==> src/rtl/rule110_scan_reader_if.sv <==
// Byte stream carrying one rule110 generation per frame from the scan
// reader to its consumer (valid/ready, transfer on out_valid && out_ready).
interface rule110_scan_reader_if;
  logic [7:0] out_data;
  logic       out_valid;
  logic       out_ready;

  modport master (
    output out_data,
    output out_valid,
    input  out_ready
  );

  modport slave (
    input  out_data,
    input  out_valid,
    output out_ready
  );
endinterface

==> src/rtl/rule110_scan_reader.sv <==
// rule110_scan_reader: freezes the rule110 core, sweeps every 8-cell block
// address, and streams the whole generation as one byte frame. Between
// frames (while run stays high) it releases halt_n so the core advances
// STEPS_PER_FRAME generations.
//
// Optional feature: define RULE110_READER_FRAME_HDR_EN to prefix every frame
// with 0xA5, gen_count[15:8], gen_count[7:0]. Without it there is no header
// and no header logic.
module rule110_scan_reader #(
  parameter int NUM_BLOCKS      = 32,
  parameter int ADDR_W          = 6,
  parameter int SETTLE_CYCLES   = 1,
  parameter int STEPS_PER_FRAME = 1
) (
  input  logic                  clk,
  input  logic                  reset,
  input  logic                  run,
  input  logic [7:0]            core_data_i,
  output logic                  core_we_n_o,
  output logic                  core_halt_n_o,
  output logic [ADDR_W-1:0]     core_addr_o,
  rule110_scan_reader_if.master strm,
  output logic                  busy,
  output logic [15:0]           gen_count
);

  localparam logic [ADDR_W-1:0] LAST_ADDR   = ADDR_W'(NUM_BLOCKS - 1);
  localparam logic [3:0]        SETTLE_LAST = 4'(SETTLE_CYCLES - 1);
  localparam logic [7:0]        STEP_LAST   = 8'(STEPS_PER_FRAME - 1);
  localparam logic [15:0]       GEN_INC     = 16'(STEPS_PER_FRAME);

  typedef enum logic [2:0] {
    S_IDLE    = 3'd0,
    S_SETTLE  = 3'd1,
    S_CAPTURE = 3'd2,
    S_SEND    = 3'd3,
    S_STEP    = 3'd4,
    S_HDR     = 3'd5
  } state_t;

  state_t      state;
  state_t      state_nxt;
  state_t      frame_start;
  logic [3:0]  settle_cnt;
  logic [7:0]  step_cnt;
  logic [7:0]  out_data_q;
  logic        out_valid_q;
  logic        xfer;
  logic        last_addr;
  logic        hdr_active;

`ifdef RULE110_READER_FRAME_HDR_EN
  logic [1:0]  hdr_cnt;

  // Header byte for position idx (0..2) of the frame prefix.
  function automatic logic [7:0] hdr_byte(input logic [1:0] idx, input logic [15:0] gen);
    logic [7:0] b;
    case (idx)
      2'd0:    b = 8'hA5;
      2'd1:    b = gen[15:8];
      default: b = gen[7:0];
    endcase
    return b;
  endfunction

  assign hdr_active  = (hdr_cnt != 2'd3);
  assign frame_start = S_HDR;
`else
  assign hdr_active  = 1'b0;
  assign frame_start = S_SETTLE;
`endif

  assign xfer          = out_valid_q && strm.out_ready;
  assign last_addr     = (core_addr_o == LAST_ADDR);
  assign core_we_n_o   = 1'b1;
  assign strm.out_data  = out_data_q;
  assign strm.out_valid = out_valid_q;

  // State register.
  always_ff @(posedge clk) begin
    if (reset) state <= S_IDLE;
    else       state <= state_nxt;
  end

  // Next-state decode: frame sequencing, end-of-frame step/idle decision.
  always_comb begin
    state_nxt = state;
    case (state)
      S_IDLE: begin
        if (run) state_nxt = frame_start;
      end
      S_SETTLE: begin
        if (settle_cnt == SETTLE_LAST) state_nxt = S_CAPTURE;
      end
      S_CAPTURE: begin
        state_nxt = S_SEND;
      end
      S_SEND: begin
        if (xfer) begin
`ifdef RULE110_READER_FRAME_HDR_EN
          if (hdr_active) begin
            state_nxt = (hdr_cnt == 2'd2) ? S_SETTLE : S_HDR;
          end else
`endif
          if (!last_addr) state_nxt = S_SETTLE;
          else if (run)   state_nxt = S_STEP;
          else            state_nxt = S_IDLE;
        end
      end
      S_STEP: begin
        if (step_cnt == STEP_LAST) state_nxt = frame_start;
      end
      S_HDR: begin
        state_nxt = S_SEND;
      end
      default: state_nxt = S_IDLE;
    endcase
  end

  // Settle and step dwell counters restart whenever their state is left.
  always_ff @(posedge clk) begin
    if (reset) begin
      settle_cnt <= 4'd0;
      step_cnt   <= 8'd0;
    end else begin
      settle_cnt <= (state == S_SETTLE && state_nxt == S_SETTLE) ? settle_cnt + 4'd1 : 4'd0;
      step_cnt   <= (state == S_STEP && state_nxt == S_STEP) ? step_cnt + 8'd1 : 8'd0;
    end
  end

  // Core control: halt_n only high in STEP, address walks block by block.
  always_ff @(posedge clk) begin
    if (reset) begin
      core_halt_n_o <= 1'b0;
      core_addr_o   <= '0;
      busy          <= 1'b0;
    end else begin
      core_halt_n_o <= (state_nxt == S_STEP);
      busy          <= (state_nxt != S_IDLE);
      if (state == S_SEND && state_nxt == S_SETTLE && !hdr_active)
        core_addr_o <= core_addr_o + 1'b1;
      else if (state == S_STEP || state_nxt == S_IDLE)
        core_addr_o <= '0;
    end
  end

  // Generation counter advances once per completed STEP phase.
  always_ff @(posedge clk) begin
    if (reset) begin
      gen_count <= 16'd0;
    end else if (state == S_STEP && state_nxt != S_STEP) begin
      gen_count <= gen_count + GEN_INC;
    end
  end

`ifdef RULE110_READER_FRAME_HDR_EN
  // Header position: rearmed at each frame start, parks at 3 once sent.
  always_ff @(posedge clk) begin
    if (reset) begin
      hdr_cnt <= 2'd0;
    end else if (state == S_IDLE || state == S_STEP) begin
      hdr_cnt <= 2'd0;
    end else if (state == S_SEND && xfer && hdr_active) begin
      hdr_cnt <= hdr_cnt + 2'd1;
    end
  end
`endif

  // Output byte register: loaded in CAPTURE (or HDR), held through SEND.
  always_ff @(posedge clk) begin
    if (reset) begin
      out_valid_q <= 1'b0;
      out_data_q  <= 8'd0;
    end else begin
      if (state == S_CAPTURE) begin
        out_valid_q <= 1'b1;
        out_data_q  <= core_data_i;
      end
`ifdef RULE110_READER_FRAME_HDR_EN
      else if (state == S_HDR) begin
        out_valid_q <= 1'b1;
        out_data_q  <= hdr_byte(hdr_cnt, gen_count);
      end
`endif
      else if (state == S_SEND && xfer) begin
        out_valid_q <= 1'b0;
      end
    end
  end

  // The core must stay frozen while a byte of the frame is outstanding.
  assert property (@(posedge clk) disable iff (reset)
    !(core_halt_n_o && out_valid_q));

endmodule

==> src/flat_wrapper.sv <==
// flat-port wrapper written by rule: the top's interface ports become plain ports
module rule110_scan_reader_flat 
#(
  parameter int NUM_BLOCKS      = 32,
  parameter int ADDR_W          = 6,
  parameter int SETTLE_CYCLES   = 1,
  parameter int STEPS_PER_FRAME = 1
)
  (clk, reset, run, core_data_i, core_we_n_o, core_halt_n_o, core_addr_o, busy, gen_count, strm_out_data, strm_out_valid, strm_out_ready);
  rule110_scan_reader_if strm_i ();
  input  logic clk;
  input  logic reset;
  input  logic run;
  input  logic [7:0] core_data_i;
  output logic core_we_n_o;
  output logic core_halt_n_o;
  output logic [ADDR_W-1:0] core_addr_o;
  output logic busy;
  output logic [15:0] gen_count;
  output wire logic [$bits(strm_i.out_data)-1:0] strm_out_data;
  output wire logic [$bits(strm_i.out_valid)-1:0] strm_out_valid;
  input wire logic [$bits(strm_i.out_ready)-1:0] strm_out_ready;
  assign strm_out_data = strm_i.out_data;
  assign strm_out_valid = strm_i.out_valid;
  assign strm_i.out_ready = strm_out_ready;
  rule110_scan_reader #(.NUM_BLOCKS(NUM_BLOCKS), .ADDR_W(ADDR_W), .SETTLE_CYCLES(SETTLE_CYCLES), .STEPS_PER_FRAME(STEPS_PER_FRAME)) u_core (.clk(clk), .reset(reset), .run(run), .core_data_i(core_data_i), .core_we_n_o(core_we_n_o), .core_halt_n_o(core_halt_n_o), .core_addr_o(core_addr_o), .strm(strm_i), .busy(busy), .gen_count(gen_count));
endmodule
==> config.mk <==
export PLATFORM = sky130hd
export DESIGN_NAME = rule110_scan_reader_flat
export DESIGN_NICKNAME = d
export VERILOG_FILES = /design/src/rtl/rule110_scan_reader_if.sv /design/src/rtl/rule110_scan_reader.sv /design/src/flat_wrapper.sv
export SDC_FILE = /design/constraint.sdc
export NUM_CORES = 1
export LEC_CHECK = 0
export CAP_MARGIN = 20
export CORE_MARGIN = 1
export CORE_UTILIZATION = 45
export DETAILED_ROUTE_END_ITERATION = 10
export PLACE_DENSITY = 0.75
export REMOVE_ABC_BUFFERS = 1
export SLEW_MARGIN = 20
export SYNTH_ARGS = -nofsm -noshare
export SYNTH_HDL_FRONTEND = slang
export SYNTH_SLANG_ARGS = --single-unit
==> constraint.sdc <==
create_clock -name clk -period 1.85 [get_ports clk]
set_clock_uncertainty 0.05 [all_clocks]
set_input_delay 0.555 -clock clk [delete_from_list [all_inputs] [get_ports clk]]
set_output_delay 0.555 -clock clk [all_outputs]
set_load 0.01 [all_outputs]
---- Yosys cells after proc, flatten, opt, wreduce, memory -nomap -nowiden ----
Cells that the tools add are included.
cells by class
  $add $sub $neg .......................... 4
  bitwise gates (word level) .............. 2
  eq/ne operators ......................... 9
  reduce and logical (&&, ||, !) cells .... 17
  muxes and demuxes ....................... 11
operator list
  kind                                           count
  2-to-1 mux 3 bit                               6
  adder 16 x 1 -> 16 bit, second input constant  1
  one-hot mux 3 bit (5 select lines)             1
  2-to-1 mux 6 bit                               2
  == test 3 bit, second input constant           3
  adder 8 x 1 -> 8 bit, second input constant    1
  logical NOT 8 bit                              1
  adder 6 x 1 -> 6 bit, second input constant    1
  == test 3 x 1 -> 1 bit, second input constant  2
  == test 3 x 2 -> 1 bit, second input constant  2
  == test 6 x 5 -> 1 bit, second input constant  1
  logical AND 1 bit                              6
  logical NOT 3 bit                              2
  OR reduction 2 bit                             3
  adder 4 x 1 -> 4 bit, second input constant    1
  logical NOT 4 bit                              1
  nonzero test 2 bit                             2
  != test 3 bit, second input constant           1
  nonzero test 3 bit                             1
  2-to-1 mux 1 bit                               2
  NOT 1 bit                                      2
  logical OR 1 bit                               1
storage, ports and cells
  output and inout port bits .............. 34
  input port bits ......................... 12
  logic and storage cells ................. 52
  bits in registers ....................... 48

---- Logic depth before layout (Yosys ltp) ----
Gate-level depths: netlist of run 1.
  word-level depth ........................ 8
  depth in mapped cells ................... 8
  gate-level depth less buffers ........... 7

---- Worst setup path before layout of run 1 ----
Ideal clock, no wire load.
  kind .................................... register -> register
  from .................................... reg u_core.core_addr_o[0]
  to ...................................... reg u_core.step_cnt[2]
  data arrival time ....................... 1.701 ns
  period minus slack after synthesis ...... 1.814 ns
  required time ........................... 1.736 ns
  setup time .............................. 0.064 ns
  path buffers ............................ 1
  stages on the path, launching flop included .. 8
  slack ................................... 0.036 ns
  cell sequence ........................... dfxtp_1 -> ha_1 -> nand3_2 -> nor4_2 -> a21oi_1 -> or3b_1 -> buf_2 -> nor2_1
on the way
  word-level cells in the longest chain between the ends .. 8
ends and longest elaborated chain
  item                                 RTL line                    text
  from (decl)                          rule110_scan_reader.sv:21   output logic [ADDR_W-1:0] core_addr_o,
  from (signal assigned)               rule110_scan_reader.sv:141  core_addr_o <= core_addr_o + 1'b1;
  == test 6 x 5 -> 1 bit               rule110_scan_reader.sv:74   assign last_addr = (core_addr_o == LAST_ADDR);
  2-to-1 mux 3 bit                     rule110_scan_reader.sv:105  if (!last_addr) state_nxt = S_SETTLE;
  2-to-1 mux 3 bit                     rule110_scan_reader.sv:99   if (xfer) begin
  one-hot mux 3 bit (5 select lines)   rule110_scan_reader.sv:88   case (state)
  == test 3 bit                        rule110_scan_reader.sv:127  step_cnt <= (state == S_STEP && state_nxt == S_STEP) ? step_cnt + 8'd1 : 8'd0;
  logical AND 1 bit                    rule110_scan_reader.sv:127
  NOT 1 bit (no source line)           --
  OR reduction 2 bit (no source line)  --
  to (signal assigned)                 rule110_scan_reader.sv:127
  to (decl)                            rule110_scan_reader.sv:45   logic [7:0] step_cnt;
No other way between the ends.
A chain may end at the register's enable or synchronous reset.

---- Final worst setup path of run 1 ----
  from .................................... reg u_core.settle_cnt[1]
  to ...................................... reg u_core.core_addr_o[3]
on the way
  word-level cells in the longest chain between the ends .. 6
  elaborated cells on any way between the ends .. 9
  those cells by class .................... 1 x eq/ne; 3 x mux; 5 x reduce/logical
ends and longest elaborated chain
  item                                                                RTL line                                                text
  from (decl)                                                         rule110_scan_reader.sv:44                               logic [3:0] settle_cnt;
  from (signal assigned)                                              rule110_scan_reader.sv:126                              settle_cnt <= (state == S_SETTLE && state_nxt == S_SETTLE) ? settle_cnt + 4'd1 : 4'd0;
  logical NOT 4 bit *                                                 rule110_scan_reader.sv:93                               if (settle_cnt == SETTLE_LAST) state_nxt = S_CAPTURE;
  2-to-1 mux 3 bit *                                                  rule110_scan_reader.sv:93
  one-hot mux 3 bit (5 select lines) *                                rule110_scan_reader.sv:88
  == test 3 x 1 -> 1 bit / logical NOT 3 bit (equally long branches)  rule110_scan_reader.sv:140, rule110_scan_reader.sv:142
  logical AND 1 bit / logical OR 1 bit (equally long branches)        rule110_scan_reader.sv:140, rule110_scan_reader.sv:142
  2-to-1 mux 6 bit / nonzero test 2 bit (equally long branches)       --
Every way passes the cells marked *; elsewhere a longest branch is shown, timed or not.

==> metrics.cfg, run 1 <==
[outcome]
status = completed

[synthesis]
async_flop_share_pct = 0
yosysSeqAreaShare_pct = 44.06
synth_edf_count = 0
ys.flop_type = dfxtp_1
synthTopCellsByArea = dfxtp_1, nor2_1, xnor2_1
synth.most_common_cell = dfxtp_1
syn-instance-count = 234
synth-seq-cells = 48
netlist_area_mm2 = 0.002181
yosysTopAreaCell = dfxtp_1
syn_avg_cell_area_um2 = 9.320
synth_cell_type_count = 47
ys_warn_count = 0
synth_commonest_cells = dfxtp_1, nor2_1, xnor2_1, inv_1
yosys.area.top_type_share_pct = 44.06

[clock_network]
clock-root-buffer = clkbuf_8
cts_tree = yes
cts_buffers = 5
cts_sinks = 48
cts.path.max_buffers = 2
hold_buffers = 0
clk_latency_ns = 0.30
cts_max_level = 2
clk_pin_slew_worst_paths_ns = 0.09

[global_route]
grt_pass1_vias = 1666
grt_usage_pct = 18.65
grt_pass1_wl_mm = 7.514
grt_max_degree = 18
antenna_found_initial = 0
grt-ovfl-total = 0

[floorplan]
fp.dieW_um = 71.62
ios = 46
dieArea_mm2 = 0.005129
die_y_um = 71.62
initial_core_util_pct = 48.42
fp.coreArea_mm2 = 0.004504
rows = 24

[cells_and_area]
syn_to_final_growth_pct = 38.27
multi_input_area_mm2 = 0.001240
seqCellArea_um2 = 982.2
fillers = 365
fin_nets = 313
drive_gt1_share_pct = 25.00
diodes = 0

[detailed_routing]
via_count = 1780
routed_wl_mm = 4.426
drt_iter0_drc = 74
post_drt_wl_per_cell_um = 12.72
antenna_left = 0
drc_errors = 0
drtPass1Iterations = 4
via_per_inst = 5.115

[sta]
setup_ws_ns = 0.008691
hold_violations = 0
hold_ws_ns = 0.4489
slew_violations = 0
max_freq_ghz = 0.5431
fin_crit_ns = 1.841
fin_crit_sh_pct = 99.53
finalSetupViolCount = 0
grt_setup_unrepaired = true

[min_path]
min-delay-start = u_core.strm.out_data[5]$_SDFFE_PP0P_
min_to = u_core.strm.out_data[5]$_SDFFE_PP0P_
hp-class = flip-flop to flip-flop
hold_depth = 2

[setup_path]
r2r_slack_ns = 0.009
worstSetupStartpointType = flip-flop
worst-setup-path-type = flip-flop to flip-flop
worstPathRequired_ns = 2.05
cp-end-kind = flip-flop
timing.rr.start = u_core.settle_cnt[1]$_SDFF_PP0_
critPathMaxFanout = 7
cp_data_arrival_time_ns = 2.04
reg2regPathDepth = 7
reg2reg_to = u_core.core_addr_o[3]$_SDFFE_PP0P_

[place]
portBuffers = 44
routabilityCongestion = 0.7832
dp_hpwl_mm = 3.033
dp_slack_ns = -0.5181

[power]
swShare_pct = 23.47
ir_drop_v = 0.0004381
pwr-share-seq_pct = 57.1
p_clk_share_pct = 34.3
p_int_mw = 1.439
p_per_area_mw_per_mm2 = 623.6
combPwrFrac_pct = 8.6
p_switching_mw = 0.4413
p_leak_nw = 1.335

[flow_run]
cap_viol_max_count = 0

## worst max-delay path, cell delays in order (launching register included)
cell and delay, ns:
dfxtp_2 0.34, inv_2 0.04, ha_4 0.15, nor3b_4 0.14
or3_4 0.36, a211o_4 0.37, o21bai_1 0.16, a21bo_2 0.17
## state kept, by name, indices dropped and copies added (netlist names)
register,count
u_core.core_halt_n_o,1
u_core.busy,1
u_core.gen_count,16
u_core.strm.out_data,8
u_core.step_cnt,8
u_core.core_addr_o,6
u_core.settle_cnt,4
u_core.strm.out_valid,1
u_core.state,3
## placed cells by master (no fill, tap or decap), drive strengths merged, types with 2 or more instances in the layout
cell type / n
dfxtp: 48
nor2: 40
clkdlybuf4s50: 20
buf: 19
xnor2: 13
dlygate4sd2: 12
inv: 12
dlymetal6s2s: 11
nand3: 11
nor3: 10
mux2i: 9
nand2: 8
a21oi: 8
clkbuf: 7
nor3b: 7
o21ai: 6
or3: 6
ha: 6
xor2: 5
nand4: 4
nor4: 3
a211o: 3
nand3b: 2
o21bai: 2
and3: 2
and4: 2
and2: 2
or2: 2
clkinv: 2
a211oi: 2
a31oi: 2
## cell families after synthesis
logic type | after synthesis | share of synthesized area [%]
other | 1 | 0.1720
adder cells (fa/ha/maj) | 6 | 3.442
multiplexers | 10 | 4.647
buffers and inverters | 21 | 4.417
AND/OR/NAND/NOR | 103 | 27.14
XOR/XNOR | 18 | 7.229
AO/OA/AOI/OAI | 27 | 8.893
flip-flops | 48 | 44.06
## per-stage QoR
stage | cell area, µm² | util [%] | total power, mW | setup TNS [ns] | cells
global route | 3015 | 66.94 | 1.962 | -0.2437 | 348
detailed placement | 2753 | 61.11 | 1.254 | -7.749 | 336
floorplan | 2130 | - | 1.163 | -1.029 | 225
finish | 3015 | 66.94 | 1.880 | 0 | 348
global placement | 2753 | 61.11 | 1.254 | -6.724 | 336
CTS | 2929 | 65.03 | 1.900 | -0.05805 | 344
## what timing repair did
item	CTS	global route
pin swaps	11	7
resized for setup	42	22
buffers inserted	1	4
gates cloned	0	0
endpoints found under the setup margin	32	42
## power groups by stage
stage          clock, mW  combinational, mW  sequential [mW]
4_1_cts            0.668              0.161             1.07
5_1_grt            0.709              0.176             1.08
3_5_place_dp           0              0.158             1.10
6_report           0.645              0.161             1.07
3_3_place_gp           0              0.157             1.10
2_1_floorplan          0             0.0625             1.10
## layout make-up
type / count / share of cell area [%]
Clock buffer: 6 / 2.739
Clock inverter: 2 / 0.3320
Inverter: 12 / 1.494
Multi-Input combinational cell: 165 / 41.12
Sequential cell: 48 / 32.57
Tap cell: 52 / 2.158
Timing Repair Buffer: 63 / 19.59
## how the worst max path moves through the flow
stage	startpoint	endpoint	slack [ns]	cells past startpoint
5_1_grt	u_core.step_cnt[1]$_SDFF_PP0_	u_core.gen_count[13]$_SDFFE_PP0P_	-0.07	8
6_report	u_core.settle_cnt[1]$_SDFF_PP0_	u_core.core_addr_o[3]$_SDFFE_PP0P_	0.009	7
3_3_place_gp	strm_out_ready	u_core.step_cnt[7]$_SDFF_PP0_	-0.43	6
3_5_place_dp	strm_out_ready	u_core.step_cnt[6]$_SDFF_PP0_	-0.52	6
4_1_cts	u_core.settle_cnt[1]$_SDFF_PP0_	u_core.core_addr_o[3]$_SDFFE_PP0P_	-0.03	7
2_1_floorplan	u_core.state[1]$_SDFF_PP0_	u_core.strm.out_data[0]$_SDFFE_PP0P_	-0.13	3
## layer usage
layer | vias to the layer above | wire length, µm | global-route usage, %
met1 | 817 | 2095 | 24.45
met2 | 36 | 2095 | 29.25
met3 | 4 | 192 | 5.626
met4 | 0 | 42 | 6.536
met5 | - | 0 | 0
li1 | 923 | - | -
Power figures use the tool's default switching activity.
==> inputs of run 2 (changes only) <==
--- a/config.mk
+++ b/config.mk
@@ -7,9 +7,9 @@
 export LEC_CHECK = 0
 export CAP_MARGIN = 20
 export CORE_MARGIN = 1
-export CORE_UTILIZATION = 45
+export CORE_UTILIZATION = 50
 export DETAILED_ROUTE_END_ITERATION = 10
-export PLACE_DENSITY = 0.75
+export PLACE_DENSITY = 0.79
 export REMOVE_ABC_BUFFERS = 1
 export SLEW_MARGIN = 20
 export SYNTH_ARGS = -nofsm -noshare
==> constraint.sdc (replaced) <==
create_clock -name clk -period 2.02 [get_ports clk]
set_clock_uncertainty 0.05 [all_clocks]
set_input_delay 0.606 -clock clk [delete_from_list [all_inputs] [get_ports clk]]
set_output_delay 0.606 -clock clk [all_outputs]
set_load 0.01 [all_outputs]
==> metrics.cfg, run 2 (synthesis results as in run 1) <==
[clock_network]
cts_buffers = 5
cts_max_level = 2
clk_pin_slew_worst_paths_ns = 0.08
hold_buffers = 0
clk_latency_ns = 0.29
cts_sinks = 48
cts_tree = yes
clock-root-buffer = clkbuf_8
cts.path.max_buffers = 2

[floorplan]
rows = 23
fp.coreArea_mm2 = 0.004086
ios = 46
die_y_um = 68.05
dieArea_mm2 = 0.004630
initial_core_util_pct = 53.37
fp.dieW_um = 68.05

[power]
p_switching_mw = 0.3759
ir_drop_v = 0.0004583
combPwrFrac_pct = 8.8
pwr-share-seq_pct = 59.3
p_int_mw = 1.280
p_per_area_mw_per_mm2 = 582.4
p_clk_share_pct = 31.9
swShare_pct = 22.69
finalPower_mw = 1.656
p_leak_nw = 1.009

[detailed_routing]
via_per_inst = 5.259
via_count = 1767
post_drt_wl_per_cell_um = 12.33
routed_wl_mm = 4.143
drt_iter0_drc = 147
drc_errors = 0
drtPass1Iterations = 4
antenna_left = 0

[global_route]
grt_max_degree = 26
grt-ovfl-total = 0
antenna_found_initial = 0
grt_pass1_wl_mm = 6.513
grt_pass1_vias = 1544
grt_usage_pct = 18.44

[setup_path]
path_cells = clkdlybuf4s50_1
cp-end-kind = output port
critical-path-slowest-cell = clkdlybuf4s50_1
crit_buf_inv = 1
worstSetupStartpointType = flip-flop
worst-setup-path-type = flip-flop to output port
worst_path_largest_cell_delay_ns = 0.58
critPathMaxFanout = 6
crit_family = buffers and inverters
worstPathRequired_ns = 1.36
cp_data_arrival_time_ns = 1.30
r2r_slack_ns = 0.07

[place]
portBuffers = 44
routabilityCongestion = 0.7595
placed_cells_incl_taps = 328
dp_hpwl_mm = 2.919

[min_path]
hp-class = flip-flop to flip-flop

[flow_run]
cap_viol_max_count = 0

[cells_and_area]
fin_nets = 304
fillers = 350
largest_reg_flops = 16
syn_to_final_growth_pct = 30.41
layout_common_cells = dfxtp_1, clkdlybuf4s50_1, nor2_1, xnor2_1, inv_1
diodes = 0
fin_cells = 336
mostFrequentLayoutCell = dfxtp_1
drive_gt1_share_pct = 15.03
largest-register = u_core.gen_count

[outcome]
status = completed

[sta]
slew_violations = 0
hold_violations = 0
fin_crit_sh_pct = 96.82
hold_ws_ns = 0.4225
fin_crit_ns = 1.956
max_freq_ghz = 0.5113
finalSetupViolCount = 0

run 2: final cells by class:
cell class / count / area (µm²) / area share [%]
Inverter: 12 / 45.04 / 1.584
Sequential cell: 48 / 963.4 / 33.88
Tap cell: 50 / 62.56 / 2.200
Clock inverter: 1 / 5.005 / 0.1760
Clock buffer: 6 / 72.57 / 2.552
Multi-Input combinational cell: 165 / 1181 / 41.53
Timing Repair Buffer: 54 / 514.2 / 18.08
run 2: stage by stage:
step / utilization [%] / worst slack (ns) / instance area, µm² / setup TNS [ns]
final: 69.60 / 0.06415 / 2844 / 0
after global routing: 69.60 / -0.01657 / 2844 / -0.02245
after CTS: 68.43 / 0.04449 / 2796 / 0
after detailed placement: 66.20 / -0.4228 / 2705 / -5.388
after global placement: 66.20 / -0.3631 / 2705 / -4.741
after floorplan: - / 0.04132 / 2130 / 0
run 2: path summary, 6_finish.rpt:
path | endpoint | depth (start not counted) | start
hold / removal | u_core.step_cnt[0]$_SDFF_PP0_ | 1 | u_core.step_cnt[0]$_SDFF_PP0_
setup reg to reg | u_core.core_addr_o[2]$_SDFFE_PP0P_ | 8 | u_core.settle_cnt[1]$_SDFF_PP0_
hold reg to reg | u_core.step_cnt[0]$_SDFF_PP0_ | 1 | u_core.step_cnt[0]$_SDFF_PP0_
setup / recovery | core_addr_o[4] | 1 | u_core.core_addr_o[4]$_SDFFE_PP0P_
run 2: layer usage:
metal / global-route usage, % / vias up / part of all wire [%]
met2: 30.39 / 36 / 48
met1: 23.30 / 820 / 47
li1: - / 905 / -
met4: 6.771 / 0 / 1.3
met3: 4.167 / 6 / 4.0
met5: 0 / - / 0
run 2: power by group through the flow:
stage / Sequential (mW) / Clock, mW / Combinational, mW
detailed placement: 1.00 / 0 / 0.144
global route: 0.985 / 0.589 / 0.158
finish: 0.982 / 0.528 / 0.146
global placement: 1.00 / 0 / 0.142
floorplan: 1.01 / 0 / 0.0573
CTS: 0.982 / 0.546 / 0.144
run 2: repair_timing:
action / CTS / global route
gates resized for setup: 4 / 10
endpoints found under the setup margin: 9 / 13
setup buffers: 1 / 0
pin swaps: 3 / 1
==> inputs of run 3 (changes only) <==
--- a/config.mk
+++ b/config.mk
@@ -6,6 +6,7 @@
 export NUM_CORES = 1
 export LEC_CHECK = 0
 export CAP_MARGIN = 20
+export CORE_ASPECT_RATIO = 0.5
 export CORE_MARGIN = 1
 export CORE_UTILIZATION = 50
 export DETAILED_ROUTE_END_ITERATION = 10
==> metrics.cfg, run 3 (synthesis results as in run 1) <==
[floorplan]
rows = 16
ios = 46
dieArea_mm2 = 0.004646
die_y_um = 48.70
fp.dieW_um = 95.40
initial_core_util_pct = 53.93
fp.coreArea_mm2 = 0.004044

[clock_network]
clock-root-buffer = clkbuf_8
cts.path.max_buffers = 2
hold_buffers = 0
cts_sinks = 48
clk_pin_slew_worst_paths_ns = 0.09
cts_buffers = 5
cts_max_level = 2
cts_tree = yes
post_cts_buffers = 0
clk_latency_ns = 0.30

[cells_and_area]
largest_reg_flops = 16
drive_gt1_share_pct = 14.58
mostFrequentLayoutCell = dfxtp_1
syn_to_final_growth_pct = 32.24
fin_cells = 342
diodes = 0
layout_common_cells = dfxtp_1, clkdlybuf4s50_1, nor2_1, xnor2_1, inv_1
fillers = 303
fin_nets = 305
final_util_pct = 71.32
largest-register = u_core.gen_count
final_area_mm2 = 0.002884

[global_route]
grt_usage_pct = 20.97
grt_pass1_vias = 1608
grt-ovfl-total = 0
grt_pass1_wl_mm = 7.527
grt.busiest_layer = met2
antenna_found_initial = 0
use_met1_pct = 27.48
grt_max_degree = 23
gr-usage-met3_pct = 5.189
use_met2_pct = 34.76

[sta]
slew_violations = 0
finalSetupViolCount = 0
fin_crit_sh_pct = 97.29
hold_violations = 0
setup_ws_ns = 0.05483
fin_crit_ns = 1.965
grt_setup_unrepaired = true
max_freq_ghz = 0.5089

[setup_path]
cp-end-kind = output port
critical-path-slowest-cell = clkdlybuf4s50_1
worst_path_largest_cell_delay_ns = 0.57
cp_data_arrival_time_ns = 1.31
crit_buf_inv = 1
worstPathRequired_ns = 1.36
worstSetupStartpointType = flip-flop
crit_family = buffers and inverters
path_cells = clkdlybuf4s50_1
critPathMaxFanout = 5
worst-setup-path-type = flip-flop to output port

[place]
portBuffers = 44
dp_slack_ns = -0.4727
placed_cells_incl_taps = 334
dp_hpwl_mm = 3.354
routabilityCongestion = 0.7565
dpl_cell_area_mm2 = 0.002720

[detailed_routing]
drc_errors = 0
antenna_left = 0
drtPass1Iterations = 4
routed_wl_mm = 4.629
via_per_inst = 5.289
post_drt_wl_per_cell_um = 13.54
via_count = 1809
drt_iter0_drc = 52

[power]
p_leak_nw = 1.053
p_per_area_mw_per_mm2 = 656.0
ir_drop_v = 0.0003979

[flow_run]
cap_viol_max_count = 0

[outcome]
status = completed

[min_path]
hp-class = flip-flop to flip-flop

## run 3: cell count changes in the layout (fill, tap and decap cells not counted), sizes merged
cell	before	now
buf	10	11
bufinv	0	1
clkbuf	6	7
clkdlybuf4s50	43	42
clkinv	1	0
dlymetal6s2s	0	1
## run 3: cell type report
type / count / area (µm²) / share of cell area (%)
Clock buffer: 7 / 96.34 / 3.341
Clock inverter: 1 / 30.03 / 1.041
Inverter: 12 / 45.04 / 1.562
Multi-Input combinational cell: 165 / 1156 / 40.09
Sequential cell: 48 / 964.7 / 33.45
Tap cell: 54 / 67.56 / 2.343
Timing Repair Buffer: 55 / 524.3 / 18.18
## run 3: metrics by stage
stage | hold WS, ns | power, mW | setup TNS, ns
final | 0.4340 | 1.892 | 0
after global routing | 0.4822 | 1.956 | -0.0005445
after CTS | 0.4339 | 1.902 | 0
after detailed placement | 0.4153 | 1.157 | -6.496
after global placement | 0.3879 | 1.152 | -5.088
after floorplan | 0.3797 | 1.065 | 0
## run 3: repair_timing
item	4_1_cts	5_1_grt
setup endpoints to repair	14	22
resized for setup	6	6
endpoints found under the hold margin	0	0
pin swaps	4	1
## run 3: per-layer routing
| layer | share of wire [%] | vias up | wire length, µm |
|---|---|---|---|
| met4 | 0.56 | 0 | 26 |
| li1 | - | 904 | - |
| met3 | 4.5 | 5 | 210 |
| met5 | 0 | - | 0 |
| met1 | 48 | 856 | 2235 |
| met2 | 47 | 44 | 2156 |
## run 3: path summary, 6_finish.rpt
check | slack (ns) | startpoint | endpoint | cells after the start
min reg2reg | 0.43 | u_core.step_cnt[0]$_SDFF_PP0_ | u_core.step_cnt[0]$_SDFF_PP0_ | 1
max reg2reg | 0.09 | u_core.settle_cnt[0]$_SDFF_PP0_ | u_core.core_addr_o[5]$_SDFFE_PP0P_ | 8
max | 0.05 | u_core.gen_count[8]$_SDFFE_PP0P_ | gen_count[8] | 1
min | 0.43 | u_core.step_cnt[0]$_SDFF_PP0_ | u_core.step_cnt[0]$_SDFF_PP0_ | 1
## run 3: power by group
group,total (mW),internal (mW),switching (mW)
combinational,0.155,0.0863,0.0688
clock,0.753,0.437,0.316
sequential,0.984,0.963,0.0201
